## config.mk

```make
export PLATFORM = sky130hd
export DESIGN_NAME = hazard_unit_flat
export DESIGN_NICKNAME = d
export VERILOG_FILES = /design/src/rtl/hazard_unit_if.sv /design/src/rtl/hazard_unit.sv /design/src/flat_wrapper.sv
export SDC_FILE = /design/constraint.sdc
export NUM_CORES = 1
export LEC_CHECK = 0
export CELL_PAD_IN_SITES_DETAIL_PLACEMENT = 2
export CELL_PAD_IN_SITES_GLOBAL_PLACEMENT = 2
export CORE_MARGIN = 4
export CORE_UTILIZATION = 28
export DETAILED_ROUTE_END_ITERATION = 8
export GPL_ROUTABILITY_DRIVEN = 0
export HOLD_SLACK_MARGIN = 0.15
export PLACE_DENSITY_LB_ADDON = 0.1
export SYNTH_ARGS = -nofsm -noshare
export SYNTH_HDL_FRONTEND = slang
export SYNTH_SLANG_ARGS = --single-unit
```

## constraint.sdc

```tcl
create_clock -name clk -period 4.08 [get_ports clk]
set_input_delay 1.02 -clock clk [delete_from_list [all_inputs] [get_ports clk]]
set_output_delay 1.02 -clock clk [all_outputs]
set_load 0.02 [all_outputs]
```

## src/rtl/hazard_unit_if.sv

```systemverilog
// Decode/execute hazard bus: issue-side history feed, decode-stage operand
// query, and the forwarding/stall responses that come back from hazard_unit.
interface hazard_unit_if #(
    parameter int REG_ADDR_W = 5,
    parameter int SEL_W      = 2
);
    // instruction leaving decode (enters the history)
    logic                  issue_valid;
    logic [REG_ADDR_W-1:0] issue_rd;
    logic                  issue_rd_we;
    logic                  issue_is_load;
    // instruction currently in decode (operand query)
    logic                  cur_valid;
    logic [REG_ADDR_W-1:0] cur_rs1;
    logic [REG_ADDR_W-1:0] cur_rs2;
    logic                  flush;
    // responses
    logic                  stall;
    logic [SEL_W-1:0]      fwd_sel_rs1;
    logic [SEL_W-1:0]      fwd_sel_rs2;

    // pipeline side: drives issue/query, receives stall and selects
    modport master (
        output issue_valid, issue_rd, issue_rd_we, issue_is_load,
        output cur_valid, cur_rs1, cur_rs2, flush,
        input  stall, fwd_sel_rs1, fwd_sel_rs2
    );

    // hazard unit side
    modport slave (
        input  issue_valid, issue_rd, issue_rd_we, issue_is_load,
        input  cur_valid, cur_rs1, cur_rs2, flush,
        output stall, fwd_sel_rs1, fwd_sel_rs2
    );
endinterface

```

## src/rtl/hazard_unit.sv

```systemverilog
// hazard_unit: multi-depth forwarding control and load-use stall generation.
// Keeps the destination registers of the last FWD_DEPTH issued instructions in
// a shift register (entry 0 = youngest) and, for the instruction in decode,
// picks the youngest live producer of each source operand. A load younger
// than LOAD_LAT entries is not yet forwardable and stalls decode instead.
// Optional build macro HAZARD_STATS_EN adds saturating stall/forward counters.
module hazard_unit #(
    parameter int REG_ADDR_W = 5,
    parameter int FWD_DEPTH  = 2,
    parameter int LOAD_LAT   = 1,
    parameter int SEL_W      = 2
) (
    input  logic         clk,
    input  logic         reset,
    hazard_unit_if.slave bus
`ifdef HAZARD_STATS_EN
    ,
    output logic [31:0]  stall_count,
    output logic [31:0]  fwd_count
`endif
);

    localparam int unsigned DEPTH_U = FWD_DEPTH;
    localparam int unsigned LAT_U   = LOAD_LAT;

    typedef struct packed {
        logic                  valid;
        logic [REG_ADDR_W-1:0] rd;      // already gated by rd_we: 0 means "no write"
        logic                  is_load;
    } entry_t;

    entry_t                  hist [FWD_DEPTH];
    entry_t                  new_entry;
    logic [FWD_DEPTH-1:0]    live;

    // operand 0 = rs1, operand 1 = rs2
    logic [REG_ADDR_W-1:0]   src      [2];
    logic [SEL_W-1:0]        sel      [2];
    logic                    load_hit [2];
    logic                    stall_int;

    assign src[0] = bus.cur_rs1;
    assign src[1] = bus.cur_rs2;

    // Entry to push when decode is not stalled; a non-writing instruction is
    // recorded with rd=0 so it can never match.
    always_comb begin
        new_entry         = '0;
        new_entry.valid   = bus.issue_valid;
        new_entry.rd      = bus.issue_rd & {REG_ADDR_W{bus.issue_rd_we}};
        new_entry.is_load = bus.issue_is_load;
    end

    // An entry can forward only if it is valid and targets a nonzero register.
    always_comb begin
        live = '0;
        for (int unsigned i = 0; i < DEPTH_U; i++) begin
            live[i] = hist[i].valid && (hist[i].rd != '0);
        end
    end

    // Per-operand youngest-match search. Scanning from oldest to youngest lets
    // the youngest hit overwrite older ones, so the load check always refers to
    // the winning producer.
    always_comb begin
        for (int unsigned o = 0; o < 2; o++) begin
            sel[o]      = '0;
            load_hit[o] = 1'b0;
            for (int unsigned i = DEPTH_U; i > 0; i--) begin
                if (live[i-1] && (hist[i-1].rd == src[o])) begin
                    sel[o]      = SEL_W'(i);
                    load_hit[o] = hist[i-1].is_load && ((i - 1) < LAT_U);
                end
            end
            if (!bus.cur_valid || (src[o] == '0)) begin
                sel[o]      = '0;
                load_hit[o] = 1'b0;
            end
        end
    end

    // Load-use stall; a flush in the same cycle always wins.
    always_comb begin
        stall_int = bus.cur_valid && !bus.flush && (load_hit[0] || load_hit[1]);
    end

    assign bus.stall       = stall_int;
    assign bus.fwd_sel_rs1 = sel[0];
    assign bus.fwd_sel_rs2 = sel[1];

    // History shift: flush clears everything, a stall injects a bubble at the
    // young end while older entries keep ageing.
    always_ff @(posedge clk or posedge reset) begin
        if (reset) begin
            for (int unsigned i = 0; i < DEPTH_U; i++) begin
                hist[i] <= '0;
            end
        end else if (bus.flush) begin
            for (int unsigned i = 0; i < DEPTH_U; i++) begin
                hist[i] <= '0;
            end
        end else begin
            hist[0] <= stall_int ? entry_t'('0) : new_entry;
            for (int unsigned i = 1; i < DEPTH_U; i++) begin
                hist[i] <= hist[i-1];
            end
        end
    end

`ifdef HAZARD_STATS_EN
    logic fwd_event;

    // A forwarding event is a decode cycle that actually proceeds and uses at
    // least one bypass path; counted once per cycle regardless of operands.
    always_comb begin
        fwd_event = bus.cur_valid && !stall_int && !bus.flush &&
                    ((sel[0] != '0) || (sel[1] != '0));
    end

    // Saturating statistics counters.
    always_ff @(posedge clk or posedge reset) begin
        if (reset) begin
            stall_count <= '0;
            fwd_count   <= '0;
        end else begin
            if (stall_int && (stall_count != '1)) begin
                stall_count <= stall_count + 32'd1;
            end
            if (fwd_event && (fwd_count != '1)) begin
                fwd_count <= fwd_count + 32'd1;
            end
        end
    end
`endif

endmodule

```

## src/flat_wrapper.sv

```systemverilog
// flat-port wrapper written by rule: the top's interface ports become plain ports
module hazard_unit_flat 
#(
    parameter int REG_ADDR_W = 5,
    parameter int FWD_DEPTH  = 2,
    parameter int LOAD_LAT   = 1,
    parameter int SEL_W      = 2
)
  (clk, reset, bus_issue_valid, bus_issue_rd, bus_issue_rd_we, bus_issue_is_load, bus_cur_valid, bus_cur_rs1, bus_cur_rs2, bus_flush, bus_stall, bus_fwd_sel_rs1, bus_fwd_sel_rs2);
  hazard_unit_if #(.REG_ADDR_W(REG_ADDR_W), .SEL_W(SEL_W)) bus_i ();
  input  logic clk;
  input  logic reset;
  input wire logic [$bits(bus_i.issue_valid)-1:0] bus_issue_valid;
  input wire logic [$bits(bus_i.issue_rd)-1:0] bus_issue_rd;
  input wire logic [$bits(bus_i.issue_rd_we)-1:0] bus_issue_rd_we;
  input wire logic [$bits(bus_i.issue_is_load)-1:0] bus_issue_is_load;
  input wire logic [$bits(bus_i.cur_valid)-1:0] bus_cur_valid;
  input wire logic [$bits(bus_i.cur_rs1)-1:0] bus_cur_rs1;
  input wire logic [$bits(bus_i.cur_rs2)-1:0] bus_cur_rs2;
  input wire logic [$bits(bus_i.flush)-1:0] bus_flush;
  output wire logic [$bits(bus_i.stall)-1:0] bus_stall;
  output wire logic [$bits(bus_i.fwd_sel_rs1)-1:0] bus_fwd_sel_rs1;
  output wire logic [$bits(bus_i.fwd_sel_rs2)-1:0] bus_fwd_sel_rs2;
  assign bus_i.issue_valid = bus_issue_valid;
  assign bus_i.issue_rd = bus_issue_rd;
  assign bus_i.issue_rd_we = bus_issue_rd_we;
  assign bus_i.issue_is_load = bus_issue_is_load;
  assign bus_i.cur_valid = bus_cur_valid;
  assign bus_i.cur_rs1 = bus_cur_rs1;
  assign bus_i.cur_rs2 = bus_cur_rs2;
  assign bus_i.flush = bus_flush;
  assign bus_stall = bus_i.stall;
  assign bus_fwd_sel_rs1 = bus_i.fwd_sel_rs1;
  assign bus_fwd_sel_rs2 = bus_i.fwd_sel_rs2;
  hazard_unit #(.REG_ADDR_W(REG_ADDR_W), .FWD_DEPTH(FWD_DEPTH), .LOAD_LAT(LOAD_LAT), .SEL_W(SEL_W)) u_core (.clk(clk), .reset(reset), .bus(bus_i));
endmodule
```

==> flow_summary_export.csv, run 1 <==
group,metric,value,unit
synthesis,synth.ff_latch_count,13,
timing,slew_violations,0,
timing,period_needed,3.91,ns
synthesis,yosys-top-cells-count,"14 x xnor2_1, 13 x dfrtp_1, 7 x nand2_1, 7 x nor4_1",
clocking,ctsHoldBuffers,0,
pwr,power_density,232,mW/mm²
clocking,clk_pin_slew,0.07,ns
worst_setup_path,critPathLaunchType,"input pin",
timing,max_slew_margin,0.694,
timing,tightest_slew,0.458,ns
pwr,total_power,283,µW
synthesis,syn_avg_cell_area,9.98,µm²
pwr,p_leak,0.543,nW
worst_setup_path,critPathMostFrequentCell,"clkdlybuf4s50_1",
pwr,peakVddDrop,0.150,mV
synthesis,yosys_warnings,0,
timing,hold_violations,0,
final_layout,drive_above_1_share,0.157,
worst_setup_path,path_buf_inv,2,
die,die_h,61.7,µm
place,preCtsSetupSlack,-0.0287,ns
worst_hold_path,holdCritPathClass,"flop to flop",
worst_setup_path,critPathCapture,"bus_fwd_sel_rs2[0]",
timing,fin_hold_ws,0.564,ns
worst_setup_path,r2r_cells,5,
die,ios,27,
place,io_buffer_count,26,
worst_setup_path,worstSetupStartpoint,"bus_cur_rs2[1]",
timing,clock_skew,0.00237,ns
synthesis,synth_nets,103,
worst_setup_path,worstPathRequired,3.06,ns
worst_setup_path,critPathCaptureType,"primary output",
run_status,status,"finished clean",
clocking,clk_latency,0.27,ns
final_layout,reg_top3,"u_core.hist x13",
global_routing,grt_max_degree,14,
die,die_area,0.00381,mm²
final_layout,layout.nets,144,
die,die_w,61.7,µm
route,wl_per_cell,16.1,µm
synthesis,synth.area.top_cells,"dfrtp_1 40%, xnor2_1 15%, xor2_1 6.5%",
timing,setup_viol,0,
route,drc,0,
die,start_util,0.293,
route,antenna_left,0,
worst_setup_path,path_class,"input pin to primary output",
worst_setup_path,cpPeakStageDelay,0.55,ns
worst_setup_path,path_depth,5,
route,drt-pass1-iter-count,4,
clocking,clkSinkCount,13,
timing,finalCritPeriodShare,0.957,
global_routing,grt.overflow.total,0,
clocking,h-tree-depth,1,
timing,grt_setup_unrepaired,"false",
synthesis,async_flop_share,1.00,
job,cap_viol_max_count,0,
synthesis,synth_most_common_cell,"xnor2_1",
worst_setup_path,cpMaxStageDelayCell,"or4_1",
clocking,cts_buffers,3,
synthesis,yosys.area.top_type,"dfrtp_1",
timing,fmax,256,MHz
worst_setup_path,rr_endpoint,"u_core.hist[7]",
die,core-area,0.00276,mm²
route,dr_total_vias,771,
worst_setup_path,arrival,2.89,ns
final_layout,largest_reg_flops,13,
clocking,cts_setup_buffers,0,
global_routing,antenna_found_initial,0,
final_layout,regMostFlops,"u_core.hist",
global_routing,grt_pass1_wl,4070,µm
route,avgViaCountPerCell,5.07,
worst_setup_path,cp_top_family,"buffers and inverters",
worst_setup_path,crit_chain,"clkdlybuf4s50_1, or4_1, o21ai_0, nor4_1, clkdlybuf4s50_1",
final_layout,diodes,0,
global_routing,grt_pass1_vias,907,
synthesis,synth_top_area_frac,0.402,
worst_setup_path,r2r_slack,2.22,ns
worst_setup_path,worstPathMaxFanout,2,
route,drt_iter0_drc,15,
worst_setup_path,worstReg2RegStart,"u_core.hist[10]",
global_routing,grtUsageTotal,0.151,
synthesis,netlist_area,808,µm²
route,routed_wl,2440,µm
synthesis,ys_seq_area_frac,0.402,
synthesis,synth.distinct_cells,21,
synthesis,synth_ff_type,"dfrtp_1",
clocking,clockBufferDepth,2,
clocking,ctsRootBufferMaster,"clkbuf_4",
timing,fin_ws,0.173,ns
final_layout,seqCellArea,325,µm²
final_layout,area_delta_synth_final,50.8,%
synthesis,synthCells,81,
die,rows,19,
final_layout,nFillCells,317,
place,dp_hpwl,2150,µm
clocking,cts_tree,"built",
final_layout,multiInputGateArea,475,µm²
synthesis,synth_edf_count,0,
## worst register-to-register path: stages (launching register included)
cell and delay [ns]:
dfrtp_1 0.44, or4_4 0.57, o21ai_4 0.21, nor4_2 0.09, buf_4 0.17, nor4b_1 0.28
## worst min-delay path by stage
stage | startpoint | to | slack, ns | cells after the start
6_report | u_core.hist[13] | u_core.hist[6] | 0.56 | 1
5_1_grt | u_core.hist[13] | u_core.hist[6] | 0.61 | 1
4_1_cts | u_core.hist[13] | u_core.hist[6] | 0.58 | 1
3_5_place_dp | u_core.hist[13] | u_core.hist[6] | 0.56 | 1
3_3_place_gp | u_core.hist[13] | u_core.hist[6] | 0.54 | 1
2_1_floorplan | u_core.hist[13] | u_core.hist[6] | 0.52 | 1
## layout by cell type (no fill, tap or decap), drive strengths merged
| cell | count |
|---|---|
| nor3 | 3 |
| xnor2 | 14 |
| or4 | 4 |
| buf | 11 |
| or3 | 1 |
| xor2 | 6 |
| nor2 | 1 |
| nor4 | 9 |
| dlymetal6s2s | 3 |
| or2 | 1 |
| nand2 | 7 |
| dlygate4sd2 | 1 |
| clkdlybuf4s50 | 22 |
| nor2b | 6 |
| o21ai | 6 |
| inv | 1 |
| and3b | 1 |
| clkbuf | 4 |
| dfrtp | 13 |
| nor4b | 3 |
| nand3 | 4 |
## routing by layer
layer	up-vias	wire, µm	GRT usage
met3	4	114	0.0207
li1	376	-	-
met2	22	1290	0.271
met1	369	1000	0.177
met5	-	0	0
met4	0	37	0.0727
## timing repair
action	4_1_cts	5_1_grt
pin swaps	0	0
gates resized for setup	1	3
endpoints found under the setup margin	1	3
## stage by stage
| stage | TNS, ns | instances | utilization | instance area, µm² |
|---|---|---|---|---|
| after floorplan | 0 | 81 | - | 808 |
| after global placement | 0 | 148 | 0.430 | 1190 |
| after detailed placement | -0.0287 | 148 | 0.430 | 1190 |
| after CTS | 0 | 152 | 0.439 | 1210 |
| after global routing | 0 | 152 | 0.442 | 1220 |
| final | 0 | 152 | 0.442 | 1220 |
## report_power, final
part	leakage, nW	internal (mW)	switching [mW]
Combinational	0.352	0.0399	0.0271
Sequential	0.175	0.133	0.00598
Clock	0.0150	0.0379	0.0387
Total	0.543	0.211	0.0718
## logic make-up after synthesis
logic type | count (synthesis) | share of synthesized area
xor+xnor | 20 | 0.217
simple gates | 40 | 0.320
flops | 13 | 0.402
buf+inv | 2 | 0.00928
compound gates | 6 | 0.0511
## layout make-up
cell class / instances / share of cell area
Inverter: 1 / 0.00308
Sequential cell: 13 / 0.267
Tap cell: 31 / 0.0318
Timing Repair Buffer: 37 / 0.286
Multi-Input combinational cell: 66 / 0.390
Clock buffer: 4 / 0.0216
(Power assumes the default switching activity.)
==> run 2, diff against run 1 <==
- CAP_MARGIN: not set -> 20
- CORE_MARGIN: 4 -> 2
==> run 2 against run 1 <==
Compared with the run above: via count grew 1.9%; sequential power about the same; sequential cell count did not move; fmax decreased by 0.51%; die area is 13% lower; utilization decreased by 0.36 points; wire length is 1.8% lower; global-route usage is 1.3 points higher; sequential share of layout area rose by 0.22 points; count of clock-buffer cells in the layout did not move; final cell count shrank 0.66%; critical path type unchanged; largest cell class unchanged.
==> flow_summary_export.csv, run 2 (synthesis results as in run 1) <==
group,metric,value,unit
worst_setup_path,worstPathRequired,3.06,ns
worst_hold_path,min_from,"u_core.hist[13]",
timing,fmax,255,MHz
timing,clock_skew,0.000740,ns
route,drt_iter0_drc,12,
clocking,cts_tree,"built",
clocking,h-tree-depth,1,
timing,finalCritPeriodShare,0.962,
worst_hold_path,hold_depth,1,
route,avgViaCountPerCell,5.21,
final_layout,final_common_cell,"clkdlybuf4s50_1",
worst_setup_path,arrival,2.91,ns
route,wl_per_cell,15.9,µm
worst_setup_path,r2r_cells,5,
timing,period_needed,3.93,ns
die,core-area,0.00276,mm²
final_layout,largest_reg_flops,13,
clocking,clockBufferDepth,2,
worst_setup_path,r2r_slack,2.19,ns
worst_setup_path,rr_endpoint,"u_core.hist[7]",
final_layout,layout.nets,143,
final_layout,regMostFlops,"u_core.hist",
global_routing,grt.overflow.total,0,
global_routing,grt_pass1_wl,4030,µm
final_layout,drive_above_1_share,0.150,
timing,hold_violations,0,
final_layout,diodes,0,
global_routing,grtUsageMet3,0.0268,
final_layout,fin_area,0.00121,mm²
clocking,clk_pin_slew,0.07,ns
timing,fin_setup_tns,0,ns
final_layout,area_delta_synth_final,49.5,%
final_layout,reg_top3,"u_core.hist x13",
die,die_area,0.00333,mm²
worst_setup_path,critPathCaptureType,"primary output",
global_routing,grt_pass1_vias,897,
clocking,clk_latency,0.28,ns
timing,grt_setup_unrepaired,"false",
global_routing,grtUsageTotal,0.164,
die,die_h,57.7,µm
worst_setup_path,worstPathMaxFanout,3,
clocking,clkSinkCount,13,
final_layout,final_cell_mix,"23 x clkdlybuf4s50_1, 14 x xnor2_1, 13 x dfrtp_1",
route,antenna_left,0,
timing,slew_violations,0,
place,postPlaceCellArea,0.00118,mm²
job,cap_viol_max_count,0,
clocking,ctsRootBufferMaster,"clkbuf_4",
worst_hold_path,hold_end,"u_core.hist[6]",
die,die_w,57.7,µm
place,io_buffer_count,26,
timing,tightest_slew,0.486,ns
pwr,peakVddDrop,0.177,mV
die,rows,19,
pwr,p_leak,0.519,nW
global_routing,grt_util_met2,0.294,
timing,max_slew_margin,0.676,
global_routing,met1_usage,0.181,
place,dp_hpwl,2040,µm
global_routing,antenna_found_initial,0,
worst_hold_path,holdCritPathClass,"flop to flop",
global_routing,grt_max_degree,14,
die,ios,27,
route,drc,0,
route,drt-pass1-iter-count,4,
worst_setup_path,path_class,"input pin to primary output",
pwr,power_density,234,mW/mm²
route,dr_total_vias,786,
run_status,status,"finished clean",
worst_setup_path,critPathLaunchType,"input pin",
global_routing,top_usage_layer,"met2",
route,routed_wl,2400,µm
die,start_util,0.293,
worst_setup_path,worstReg2RegStart,"u_core.hist[10]",
timing,setup_viol,0,
clocking,cts_buffers,3,
run 2: cell type report:
type	count	area [µm²]
flip-flops and latches	13	325
fillers	323	1550
multi-input cells	66	475
inverters	1	3.75
well taps	31	38.8
repair buffers	36	339
clock buffers	4	26.3
run 2: worst max-delay path by stage:
stage,start,endpoint,cells after the start
after floorplan,bus_cur_rs2[1],bus_stall,4
after global placement,bus_cur_rs2[3],bus_stall,6
after detailed placement,bus_cur_rs2[3],bus_stall,6
after CTS,bus_cur_rs1[1],bus_fwd_sel_rs1[0],7
after global routing,bus_cur_rs2[2],bus_fwd_sel_rs2[0],6
final,bus_cur_rs2[3],bus_fwd_sel_rs2[1],5
run 2: worst max-delay path: stages:
cell	delay (ns)
clkdlybuf4s50_1	0.48
or4_1	0.51
o21ai_0	0.26
nor4_1	0.09
clkdlybuf4s50_1	0.55
run 2: per-layer routing:
| layer | vias up | routed length [µm] | share of wire |
|---|---|---|---|
| met5 | - | 0 | 0 |
| met4 | 0 | 89 | 0.037 |
| met3 | 9 | 119 | 0.050 |
| met2 | 27 | 1240 | 0.52 |
| met1 | 380 | 949 | 0.40 |
| li1 | 370 | - | - |
run 2: stage by stage:
stage | setup slack [ns] | instances | power (mW) | util | hold WS, ns
floorplan | 0.920 | 81 | 0.169 | - | 0.524
global placement | 0.00395 | 147 | 0.207 | 0.427 | 0.533
detailed placement | -0.0230 | 147 | 0.209 | 0.427 | 0.561
CTS | 0.0350 | 151 | 0.288 | 0.436 | 0.580
global route | 0.0217 | 151 | 0.304 | 0.438 | 0.590
finish | 0.153 | 151 | 0.282 | 0.438 | 0.571
run 2: report_power, final:
group | internal (mW) | total [mW] | switching [mW]
logic | 0.0393 | 0.0665 | 0.0272
clock network | 0.0380 | 0.0767 | 0.0387
registers | 0.133 | 0.139 | 0.00590
run 2: timing repair:
action                     4_1_cts  5_1_grt
hold buffers                     0        0
setup endpoints to repair        1        2
buffers inserted                 0        0
resized for setup                1        2
